<file path="config.mk">
export PLATFORM = sky130hd
export DESIGN_NAME = sipo_word_receiver
export DESIGN_NICKNAME = d
export VERILOG_FILES = /design/src/rtl/sipo_word_receiver.sv
export SDC_FILE = /design/constraint.sdc
export NUM_CORES = 1
export LEC_CHECK = 0
export CAP_MARGIN = 20
export CORE_AREA = 2 2 39 41
export DETAILED_ROUTE_END_ITERATION = 12
export DIE_AREA = 0 0 41 43
export PLACE_DENSITY = 0.65
export SYNTH_ARGS = -nofsm -noshare
export SYNTH_HDL_FRONTEND = slang
export SYNTH_SLANG_ARGS = --single-unit
</file>
<file path="constraint.sdc">
create_clock -name clk -period 2.7 [get_ports clk]
set_input_delay 0.81 -clock clk [delete_from_list [all_inputs] [get_ports clk]]
set_output_delay 0.81 -clock clk [all_outputs]
set_load 0.02 [all_outputs]
</file>
<file path="src/rtl/sipo_word_receiver.sv">
// Serial-in/parallel-out word receiver: LSB-first reassembly, frame alignment,
// single-word valid/ready output register and sticky overrun flag.
module sipo_word_receiver #(
  parameter int unsigned WIDTH = 4
) (
  input  logic                     clk,
  input  logic                     rst,
  input  logic                     serial_in,
  input  logic                     bit_valid,
  input  logic                     frame_start,
  output logic [WIDTH-1:0]         parallel_out,
  output logic                     out_valid,
  input  logic                     out_ready,
  output logic                     overrun,
  input  logic                     clear_overrun,
  output logic [$clog2(WIDTH)-1:0] bit_count
);

  localparam int unsigned CW = $clog2(WIDTH);
  localparam logic [CW-1:0] LAST = CW'(WIDTH - 1);

  typedef enum logic {IDLE, COLLECT} state_t;

  state_t           state_q, state_d;
  logic [CW-1:0]    cnt_q, cnt_d;
  logic [WIDTH-1:0] shreg_q, shreg_d;
  logic [WIDTH-1:0] pout_q, pout_d;
  logic             valid_q, valid_d;
  logic             ovr_q, ovr_d;
  logic [WIDTH-1:0] shifted;
  logic             complete;

  assign shifted = {serial_in, shreg_q[WIDTH-1:1]};

  always_comb begin
    state_d  = state_q;
    cnt_d    = cnt_q;
    shreg_d  = shreg_q;
    complete = 1'b0;
    if (frame_start) begin
      // Frame alignment overrides completion: the incoming bit (if any) opens a new word.
      if (bit_valid) begin
        shreg_d = shifted;
        cnt_d   = CW'(1);
        state_d = COLLECT;
      end else begin
        cnt_d   = '0;
        state_d = IDLE;
      end
    end else if (bit_valid) begin
      shreg_d = shifted;
      case (state_q)
        IDLE: begin
          cnt_d   = CW'(1);
          state_d = COLLECT;
        end
        COLLECT: begin
          if (cnt_q == LAST) begin
            complete = 1'b1;
            cnt_d    = '0;
            state_d  = IDLE;
          end else begin
            cnt_d = cnt_q + CW'(1);
          end
        end
        default: begin
          cnt_d   = '0;
          state_d = IDLE;
        end
      endcase
    end
  end

  always_comb begin
    pout_d  = pout_q;
    valid_d = valid_q;
    ovr_d   = ovr_q;
    if (clear_overrun) ovr_d = 1'b0;
    if (complete) begin
      if (!valid_q || out_ready) begin
        pout_d  = shifted;
        valid_d = 1'b1;
      end else begin
        ovr_d = 1'b1;
      end
    end else if (valid_q && out_ready) begin
      valid_d = 1'b0;
    end
  end

  always_ff @(posedge clk or posedge rst) begin
    if (rst) begin
      state_q <= IDLE;
      cnt_q   <= '0;
      shreg_q <= '0;
      pout_q  <= '0;
      valid_q <= 1'b0;
      ovr_q   <= 1'b0;
    end else begin
      state_q <= state_d;
      cnt_q   <= cnt_d;
      shreg_q <= shreg_d;
      pout_q  <= pout_d;
      valid_q <= valid_d;
      ovr_q   <= ovr_d;
    end
  end

  assign parallel_out = pout_q;
  assign out_valid    = valid_q;
  assign overrun      = ovr_q;
  assign bit_count    = cnt_q;

endmodule
</file>
==> Yosys cells after proc, flatten, opt, wreduce, memory -nomap -nowiden <==
Index checks and enable logic that the tools add are counted.
{ "word_totals": {"regBits": 13, "word_cells": 37} }
{ "classes": {"addsub": 1, "eq_ne": 2, "mux": 20, "bitwise_logic": 1, "reduce_logical": 7} }
{ "op_table": {"columns": ["op", "count"], "rows": [
  ["$mux W1", 15],
  ["$mux W2", 3],
  ["$pmux W2 S2", 1],
  ["$reduce_and A2 Y1", 2],
  ["$reduce_bool A2 Y1", 2],
  ["$add A2 B1 Y2 const B", 1],
  ["$eq A2 B2 Y1 const B", 1],
  ["$ne A2 B1 Y1 const B", 1],
  ["$pmux W1 S2", 1],
  ["$logic_and A1 B1 Y1", 1],
  ["$logic_not A1 Y1", 1],
  ["$logic_or A1 B1 Y1", 1],
  ["$not A1 Y1", 1]
]} }

==> Depth between registers and ports, before layout <==
{ "logic_depth": {"word_depth": 7, "mapped_depth": 4, "mapped_depth_nobuf": 4} }

==> Least setup slack after synthesis <==
Ideal clock, no wire load.
{ "synth_timing": {"kind": "in2reg", "from": "input port bit_valid", "to": "register pout_q[3] (netlist: parallel_out[3])", "arrival_ns": 1.542, "slack_ns": 1.034, "path_stages": 4, "path_buffers": 1, "cell_sequence": "buf_6 nand4b_4 nor2b_4 mux2_2"} }
{ "synth_between": {"elab_chain_len": 3} }
{ "synth_rtl": {"columns": ["item", "line", "source"], "rows": [
  ["start: declaration", "9", "input logic bit_valid,"],
  ["$mux W1", "50", "end else if (bit_valid) begin"],
  ["$mux W1", "40", "if (frame_start) begin"],
  ["$reduce_and A2 Y1 (no line)", null, null],
  ["end signal: assignment", "103", "pout_q <= pout_d;"],
  ["end: declaration", "27", "logic [WIDTH-1:0] pout_q, pout_d;"]
]} }
No other way between the ends.
A chain may end at the register's enable or synchronous reset.

==> Worst setup path in the final report <==
{ "layout_timing": {"from": "register cnt_q[0] (netlist: bit_count[0])", "to": "output port bit_count[0]"} }
{ "layout_lines": {"columns": ["item", "line", "source"], "rows": [
  ["start: declaration", "25", "logic [CW-1:0] cnt_q, cnt_d;"],
  ["start signal: assignment", "101", "cnt_q <= cnt_d;"],
  ["end: declaration", "16", "output logic [$clog2(WIDTH)-1:0] bit_count"]
]} }
No word-level cell between the ends.

==> out/metrics.cfg <==
[run_status]
status=completed

[clock_tree]
clk_path_buf_depth=2
numClockSinks=12
path_clk_slew_ns=0.07
cts_buffers=3
clkLatencyLatePin_ns=0.27
cts_setup_buffers=0
post_cts_resized=0
cts_tree=done
hold_buffers=0
clock-root-buffer=clkbuf_4
h-tree-depth=1

[timing]
rsz0062_at_grt=no
finalHoldViolCount=0
min_period_over_period_pct=76.0
worstMarginPinSlew_ns=0.457
finalClockSkew_ns=0.00237
finalSetupTns_ns=0
setup_violations=0
relSlewSlack_pct=69.5
max_freq_mhz=487
layout_min_cycle_time_ns=2.05
slew_viol_final=0

[setup_path]
reg2regPathDepth=4
r2r-end=parallel_out[1]
crit_path_end_kind=output pin
critical-path-top-delay-family=buffers and inverters
start_kind=flip-flop
arrival_ns=1.24
critPathMaxFanout=3
slowest_delay_ns=0.61
rrSetupSlack_ns=1.34
worstReg2RegStart=bit_count[0]
crit_buf_inv=1
critPathRequiredTime_ns=1.89
slowest_stage=clkdlybuf4s50_1
critPathKind=flip-flop to output pin
path_cells=clkdlybuf4s50_1

[cells_and_area]
layout-drive-gt1-share_pct=26.4
nNetsFinal=63
syn2layout_area_growth_pct=34.7
diodes=0
fillers=129
fin_util_pct=50.2

[pwr]
ir_worst_vdd_v=0.000322
p_per_area_nw_per_um2=628
power.leakage_nw=0.328

[routing]
wl_per_cell_um=12.3
drt_wl_total_um=852
drtAntennaViolNets=0
drt-vias-per-instance=4.83
drc=0
via_count=333
drt_iter0_drc=0
first_pass_iters=1

[logic_synthesis]
yosysMostFrequentCell=dfrtp_1
syn_nets=44
synth-edff-count=0
synth-seq-cells=12
syn_area_per_cell_sq_um=14.3
yosysWarningCount=0
synth.distinct_cells=14
syn-cell-area_sq_um=515
synth_flop_cell=dfrtp_1
synthCells=36
synth_top_area_share_pct=58.3
synth_area_leader_cell=dfrtp_1
synthTopCellsByCount=dfrtp_1 (12), mux2_2 (8)
netlist_top_cells_area=dfrtp_1 (58%), mux2_2 (17%), nand4b_4 (4.6%)
yosysSeqAreaShare_pct=58.3
synthArstFlopShare_pct=100

[min_path]
whs_path_depth=1
hold_path.class=flip-flop to flip-flop
hold_path_end=parallel_out[2]
hold_start=parallel_out[2]

[placed_design]
gp_congestion=0.618
portBuffers=14
hpwlAfterDp_um=667

[grt]
grt_pass1_vias=328
grt_max_degree=13
antenna_found_initial=0
globalRouteOverflowTotal=0
grt_first_pass_wirelength_um=1410
grt_usage_pct=12.6

[floorplan]
die_x_um=41
core_area_sq_um=1380
top_level_ports=15
dieHeight_um=43
row_count=14
start_util_pct=37.3
die-area_sq_um=1760

[run]
maxCapViolCount=0

## routing by layer
| layer | vias to the layer above | track usage, % | wire length (um) |
|---|---|---|---|
| met5 | - | 0 | 0 |
| met4 | 0 | 8.00 | 22 |
| met3 | 3 | 4.71 | 54 |
| met2 | 14 | 18.1 | 420 |
| met1 | 157 | 15.2 | 355 |
| li1 | 159 | - | - |
## cell usage in the layout, fill, tap and decap left out
master / instances
a21oi_1: 1
nor2b_4: 1
o21a_1: 1
nand4b_4: 1
inv_1: 2
buf_4: 1
dfrtp_1: 12
nand2b_1: 2
o22ai_1: 1
ha_1: 1
nand2_1: 2
nor2b_1: 2
clkdlybuf4s50_1: 14
nand3_1: 1
mux2_2: 8
clkbuf_4: 3
## kinds of logic (layout without fill, tap and decap cells)
logic type      Yosys count  in the layout  synth area share, %
compound gates            3              3                 3.64
fa+ha+maj                 1              1                 2.43
buf+inv                   3             20                 3.64
flops                    12             12                 58.3
mux                       8              8                 17.5
simple gates              9              9                 14.6
## registers in the layout (all words and copies together) (netlist names)
| register | cells |
|---|---|
| state_q | 1 |
| overrun | 1 |
| parallel_out | 4 |
| bit_count | 2 |
| out_valid | 1 |
| shreg_q | 3 |
## per-stage QoR
step,std cells,power (mW),cell area [sq um],hold WS [ns],worst slack (ns)
after CTS,69,0.444,694,0.524,0.632
after floorplan,36,0.280,515,0.475,1.03
after global placement,66,0.334,672,0.499,0.537
final,69,0.436,694,0.525,0.647
after global routing,69,0.464,694,0.549,0.588
after detailed placement,66,0.337,672,0.504,0.524
## area by class of cell
| cell class | instances | area, sq um | share of cell area, % |
|---|---|---|---|
| tap | 16 | 20.0 | 2.88 |
| sequential | 12 | 300 | 43.2 |
| timing repair buffer | 15 | 148 | 21.3 |
| multi-input combinational | 21 | 196 | 28.3 |
| clock buffer | 3 | 22.5 | 3.24 |
| inverter | 2 | 7.51 | 1.08 |
## how the worst max path moves through the flow
stage            startpoint              end  depth (start not counted)
5_1_grt        bit_count[0]     bit_count[0]                          1
4_1_cts        bit_count[0]     bit_count[0]                          1
6_report       bit_count[0]     bit_count[0]                          1
3_5_place_dp      bit_valid  parallel_out[1]                          4
3_3_place_gp      bit_valid  parallel_out[0]                          4
2_1_floorplan     bit_valid  parallel_out[3]                          4
## report_power, final
group | switching (mW) | internal [mW] | total (mW)
clock network | 0.0532 | 0.0516 | 0.105
logic | 0.0467 | 0.0619 | 0.109
registers | 0.0171 | 0.206 | 0.223
Note: power is estimated with default switching activity, not from simulation.
